## src/rtl/fan_ctrl_pkg.sv

```systemverilog
// fan_ctrl_pkg: shared state encoding, speed levels and timer tables for the fan speed scheduler
package fan_ctrl_pkg;

    typedef enum logic [1:0] {
        IDLE = 2'd0,
        RAMP = 2'd1,
        HOLD = 2'd2
    } state_t;

    localparam logic [1:0] SPD_OFF  = 2'd0;
    localparam logic [1:0] SPD_LOW  = 2'd1;
    localparam logic [1:0] SPD_MID  = 2'd2;
    localparam logic [1:0] SPD_HIGH = 2'd3;

    // Timer units loaded for timer select 0..3
    localparam logic [3:0][2:0] TIMER_LOAD = {3'd5, 3'd3, 3'd1, 3'd0};

    // Speed button order 0->1->2->3->1; level 0 is only re-entered by off/expiry
    function automatic logic [1:0] next_speed(input logic [1:0] s);
        return (s == SPD_HIGH) ? SPD_LOW : s + 2'd1;
    endfunction

    function automatic logic [1:0] next_tsel(input logic [1:0] t);
        return t + 2'd1;
    endfunction

endpackage

```

## src/rtl/fan_tick_div.sv

```systemverilog
// fan_tick_div: clearable prescaler that pulses tick while enabled at count MOD-1 and wraps to 0
module fan_tick_div #(
    parameter int CNT_W = 23,
    parameter int MOD   = 4
) (
    input  logic clk,
    input  logic rst,
    input  logic clr,
    input  logic en,
    output logic tick
);

    logic [CNT_W-1:0] cnt_q, cnt_d;

    // Clear wins over counting; the count is held while disabled
    always_comb begin
        tick  = en && (cnt_q == CNT_W'(MOD - 1));
        cnt_d = (clr || tick) ? '0 : en ? cnt_q + CNT_W'(1) : cnt_q;
    end

    // Prescaler register
    always_ff @(posedge clk or posedge rst) begin
        if (rst) cnt_q <= '0;
        else     cnt_q <= cnt_d;
    end

endmodule

```

## src/rtl/fan_speed_sched.sv

```systemverilog
// fan_speed_sched: button-driven target level, one-step-at-a-time soft ramp and auto-off timer
module fan_speed_sched
    import fan_ctrl_pkg::*;
#(
    parameter int RAMP_TICKS = 50000,
    parameter int TIMER_UNIT = 6000000,
    parameter int CNT_W      = 23
) (
    input  logic       i_100kHz,
    input  logic       i_rst,
    input  logic       i_btn_speed,
    input  logic       i_btn_timer,
    input  logic       i_btn_off,
    output logic [1:0] o_FANspeed,
    output logic [1:0] o_target,
    output logic [2:0] o_timer_left,
    output logic       o_timer_done,
    output logic       o_ramping
);

    state_t     state_q, state_d;
    logic [1:0] target_q, target_d;
    logic [1:0] speed_q, speed_d;
    logic [1:0] tsel_q, tsel_d;
    logic [2:0] timer_left_q, timer_left_d;
    logic       done_q, done_d;
    logic       ramping_q, ramping_d;
    logic       expire, tmr_press, timer_clr, timer_tick;
    logic       ramp_clr, ramp_en, ramp_tick;

    fan_tick_div #(.CNT_W(CNT_W), .MOD(TIMER_UNIT)) u_timer_div (
        .clk (i_100kHz),
        .rst (i_rst),
        .clr (timer_clr),
        .en  (timer_left_q != 3'd0),
        .tick(timer_tick)
    );

    fan_tick_div #(.CNT_W(CNT_W), .MOD(RAMP_TICKS)) u_ramp_div (
        .clk (i_100kHz),
        .rst (i_rst),
        .clr (ramp_clr),
        .en  (ramp_en),
        .tick(ramp_tick)
    );

    // Target and timer: off beats expiry beats the buttons; timer press checks the pre-update target
    always_comb begin
        expire       = timer_tick && (timer_left_q == 3'd1);
        tmr_press    = i_btn_timer && (target_q != SPD_OFF) && !i_btn_off && !expire;
        timer_clr    = i_btn_off || tmr_press;
        target_d     = (i_btn_off || expire) ? SPD_OFF :
                       i_btn_speed ? next_speed(target_q) : target_q;
        tsel_d       = (i_btn_off || expire) ? 2'd0 :
                       tmr_press ? next_tsel(tsel_q) : tsel_q;
        timer_left_d = i_btn_off ? 3'd0 :
                       tmr_press ? TIMER_LOAD[next_tsel(tsel_q)] :
                       timer_tick ? timer_left_q - 3'd1 : timer_left_q;
        done_d       = expire && !i_btn_off;
    end

    // Ramp FSM: entry follows the incoming target so the first step lands RAMP_TICKS after it changes
    always_comb begin
        state_d  = state_q;
        speed_d  = speed_q;
        ramp_clr = 1'b0;
        ramp_en  = 1'b0;
        case (state_q)
            IDLE, HOLD: begin
                if (target_d != speed_q) begin
                    state_d  = RAMP;
                    ramp_clr = 1'b1;
                end
            end
            RAMP: begin
                if (speed_q == target_q) begin
                    if (target_d == speed_q) state_d = (speed_q == SPD_OFF) ? IDLE : HOLD;
                    else                     ramp_clr = 1'b1;
                end else begin
                    ramp_en = 1'b1;
                    if (ramp_tick) speed_d = (target_q > speed_q) ? speed_q + 2'd1 : speed_q - 2'd1;
                end
            end
            default: state_d = IDLE;
        endcase
        ramping_d = (state_d == RAMP);
    end

    // All state and outputs registered
    always_ff @(posedge i_100kHz or posedge i_rst) begin
        if (i_rst) begin
            state_q      <= IDLE;
            target_q     <= SPD_OFF;
            speed_q      <= SPD_OFF;
            tsel_q       <= 2'd0;
            timer_left_q <= 3'd0;
            done_q       <= 1'b0;
            ramping_q    <= 1'b0;
        end else begin
            state_q      <= state_d;
            target_q     <= target_d;
            speed_q      <= speed_d;
            tsel_q       <= tsel_d;
            timer_left_q <= timer_left_d;
            done_q       <= done_d;
            ramping_q    <= ramping_d;
        end
    end

    assign o_FANspeed   = speed_q;
    assign o_target     = target_q;
    assign o_timer_left = timer_left_q;
    assign o_timer_done = done_q;
    assign o_ramping    = ramping_q;

endmodule
```

## config.mk

```make
export PLATFORM = sky130hd
export DESIGN_NAME = fan_speed_sched
export DESIGN_NICKNAME = d
export VERILOG_FILES = /design/src/rtl/fan_ctrl_pkg.sv /design/src/rtl/fan_tick_div.sv /design/src/rtl/fan_speed_sched.sv
export SDC_FILE = /design/constraint.sdc
export NUM_CORES = 1
export LEC_CHECK = 0
export ABC_AREA = 0
export ABC_CLOCK_PERIOD_IN_PS = 2910
export CORE_UTILIZATION = 30
export CTS_CLUSTER_SIZE = 28
export DETAILED_ROUTE_END_ITERATION = 12
export GPL_ROUTABILITY_DRIVEN = 0
export GPL_TIMING_DRIVEN = 0
export SLEW_MARGIN = 40
export SYNTH_ARGS = -nofsm -noshare
export SYNTH_HDL_FRONTEND = slang
export SYNTH_SLANG_ARGS = --single-unit
```

## constraint.sdc

```tcl
create_clock -name i_100kHz -period 2.91 [get_ports i_100kHz]
set_input_delay 0.291 -clock i_100kHz [delete_from_list [all_inputs] [get_ports i_100kHz]]
set_output_delay 0.291 -clock i_100kHz [all_outputs]
set_load 0.01 [all_outputs]
```

==> impl_metrics.env <==
export IMPL_dieArea_um2=11100
export IMPL_cts_tree="built"
export IMPL_hold_viol=0
export IMPL_slew_headroom_pct=55.7
export IMPL_first_pass_iters=4
export IMPL_crit_path_start="o_timer_left[0]"
export IMPL_drt_initial_drc_count=63
export IMPL_initial_core_util_pct=31.0
export IMPL_via_count=2357
export IMPL_max_cap_violations=0
export IMPL_seqPwrFrac_pct=48.2
export IMPL_clkTransAtPathRegs_ns=0.07
export IMPL_synth_area_leader_cell="dfrtp_1"
export IMPL_n_fill_cell=1072
export IMPL_ys_seq_area_share_pct=45.9
export IMPL_rows=37
export IMPL_synth_area_top_cells="dfrtp_1 46%, xnor2_1 6.5%, nor2_1 6.2%, xor2_1 5.7%, ha_1 4.7%"
export IMPL_rrSetupSlack_ns=0.43
export IMPL_comb_power_share_pct=15.6
export IMPL_die_w_um=106
export IMPL_power_density_nw_per_um2=496
export IMPL_ctsHtreeMaxLevel=3
export IMPL_cts_root_buf="clkbuf_8"
export IMPL_fin_nets=369
export IMPL_drt_wl_total_um=6070
export IMPL_fmaxAchievable_ghz=0.404
export IMPL_syn2layout_area_growth_pct=15.6
export IMPL_drc=0
export IMPL_fin_tns_setup_ns=0
export IMPL_grt_pass1_wl_um=10800
export IMPL_netlist_area_um2=3220
export IMPL_layout_cells_non_filler=493
export IMPL_grt_overflow=0
export IMPL_diodes=0
export IMPL_portBuffers=13
export IMPL_synth_seq_cells=59
export IMPL_insertion_delay_ns=0.35
export IMPL_antenna_found_initial=0
export IMPL_worstPathMaxFanout=10
export IMPL_tightest_slew_ns=0.660
export IMPL_wire_per_inst_um=12.3
export IMPL_hold_path_class="input pin to asynchronous set/reset pin"
export IMPL_ys_flop_type="dfrtp_1"
export IMPL_cp_endpoint="u_ramp_div.cnt_q[3]"
export IMPL_ir_worst_vdd_v=0.000302
export IMPL_vias_per_cell=4.78
export IMPL_end_kind="flip-flop"
export IMPL_num_io_pins=14
export IMPL_grt_usage_pct=12.3
export IMPL_drv_slew=0
export IMPL_rsz0062_at_grt="false"
export IMPL_skew_ns=0.00966
export IMPL_cts_max_path_buffers=2
export IMPL_p_switching_uw=527
export IMPL_antenna_left=0
export IMPL_synth_top_area_share_pct=45.9
export IMPL_worst_r2r_path_depth=12
export IMPL_final_cell_mix="59 x dfrtp_1, 53 x nor2_1, 24 x xnor2_1, 21 x nand2_1, 21 x xor2_1"
export IMPL_r2r_start="o_timer_left[0]"
export IMPL_report_final_setup_viol=0
export IMPL_critPathKind="flip-flop to flip-flop"
export IMPL_hpwl_um=4360
export IMPL_period_minus_slack_ns=2.48
export IMPL_synth_edf_count=0
export IMPL_clockPowerShare_pct=36.2
export IMPL_drive_gt1_share_pct=13.2
export IMPL_die_h_um=106
export IMPL_status="finished, final reports clean"
export IMPL_core_area_um2=10400
export IMPL_dp_cells=477
export IMPL_ys_warn_count=0
export IMPL_first_global_vias=2361
export IMPL_holdBufCountCts=0
export IMPL_async_flop_share_pct=100
export IMPL_p_leak_uw=0.00159
export IMPL_grt_max_degree=31
export IMPL_period_share_pct=85.2
export IMPL_required_ns=3.14
export IMPL_syn_inst=327
export IMPL_mostFrequentLayoutCell="dfrtp_1"
export IMPL_intPower_uw=1320
export IMPL_cts_sinks=59
export IMPL_timing_rr_end="u_ramp_div.cnt_q[3]"
export IMPL_postCtsSetupRepairBufs=0
export IMPL_cts_buffers_inserted=9
export IMPL_synth_nets=344
export IMPL_cts_resized=0
export IMPL_synth_cell_types=44
export IMPL_critPathLaunchType="flip-flop"
export IMPL_netSwitchingFraction_pct=28.6
export IMPL_synth_avg_cell_area_um2=9.84
export IMPL_critPathArrivalTime_ns=2.71
==> layout make-up <==
class	count	area [um2]	share of cell area (%)
plain buffers	9	66.3	1.78
clock buffers	10	138	3.70
clock inverters	6	41.3	1.11
inverters	16	62.6	1.68
multi-input cells	243	1610	43.4
flip-flops and latches	59	1480	39.7
well taps	136	170	4.58
repair buffers	14	150	4.04
==> per-layer routing <==
metal	up-vias	global-route usage, %	share of wire (%)
met5	-	0	0
met4	0	4.46	1.7
met3	13	4.27	3.3
met2	30	19.7	47
met1	1153	15.3	48
li1	1161	-	-
==> kinds of logic (layout without fill, tap and decap cells) <==
kind of cell / Yosys count / after routing / share of synthesized area [%]
compound gates: 24 / 24 / 4.98
xor+xnor: 46 / 46 / 12.8
fa+ha+maj: 12 / 12 / 4.67
buf+inv: 25 / 55 / 3.93
flops: 59 / 59 / 45.9
mux: 4 / 4 / 1.24
simple gates: 157 / 157 / 26.5
==> power by group through the flow <==
stage          combinational (uW)  clock (uW)  sequential [uW]
3_3_place_gp                  281           0              901
4_1_cts                       297         697              888
6_report                      288         667              889
5_1_grt                       325         735              893
2_1_floorplan                 194           0              906
3_5_place_dp                  294           0              904
==> critical path, stage by stage (launching register included) <==
cell and delay, ns:
dfrtp_1 0.38, inv_1 0.08, ha_1 0.20, ha_1 0.19, buf_6 0.14, and4b_1 0.24
buf_4 0.15, nand4_4 0.14, o21ai_2 0.18, xnor2_1 0.14, a21oi_4 0.28, buf_6 0.20
nor3_2 0.05
==> Yosys cell counts (2+ instances only) <==
cell type  count
a21oi_1        6
a31o_2         2
and2_1         2
and3_1         7
and4_1         3
and4b_1        2
buf_2          5
buf_6          3
dfrtp_1       59
ha_1          12
inv_1         16
mux2i_1        4
nand2_1       21
nand2b_1       5
nand3_1       17
nand4_1       10
nor2_1        53
nor2_2         2
nor2b_1        3
nor3_1         9
nor3_2         7
nor4_1         5
o21ai_0        6
o21ai_2        2
o22ai_1        3
or3_1          2
xnor2_1       24
xor2_1        21
==> worst min path at each step <==
stage	startpoint	endpoint	cells past startpoint
floorplan	i_btn_off	o_timer_done	1
global placement	o_FANspeed[1]	o_FANspeed[1]	1
detailed placement	o_FANspeed[1]	o_FANspeed[1]	1
CTS	i_rst	u_timer_div.cnt_q[4]	2
global route	i_rst	u_timer_div.cnt_q[4]	2
finish	i_rst	u_timer_div.cnt_q[16]	2
==> registers in the layout, summed over array words and instances, names as in the netlist <==
name and count:
tsel_q 2, o_ramping 1, u_timer_div.cnt_q 23, o_target 2, o_FANspeed 2, o_timer_done 1
state_q 2, o_timer_left 3, u_ramp_div.cnt_q 23
==> metrics by stage <==
step | cell area (um2) | setup slack, ns | util, % | hold WS [ns] | total power (uW)
3_5_place_dp | 3540 | 0.426 | 34.1 | 0.512 | 1200
5_1_grt | 3720 | 0.233 | 35.9 | 0.317 | 1950
6_report | 3720 | 0.432 | 35.9 | 0.297 | 1840
3_3_place_gp | 3520 | 0.0325 | 33.9 | 0.519 | 1180
4_1_cts | 3720 | 0.405 | 35.9 | 0.296 | 1880
2_1_floorplan | 3220 | 0.591 | - | 0.364 | 1100
Note: power is estimated with default switching activity, not from simulation.
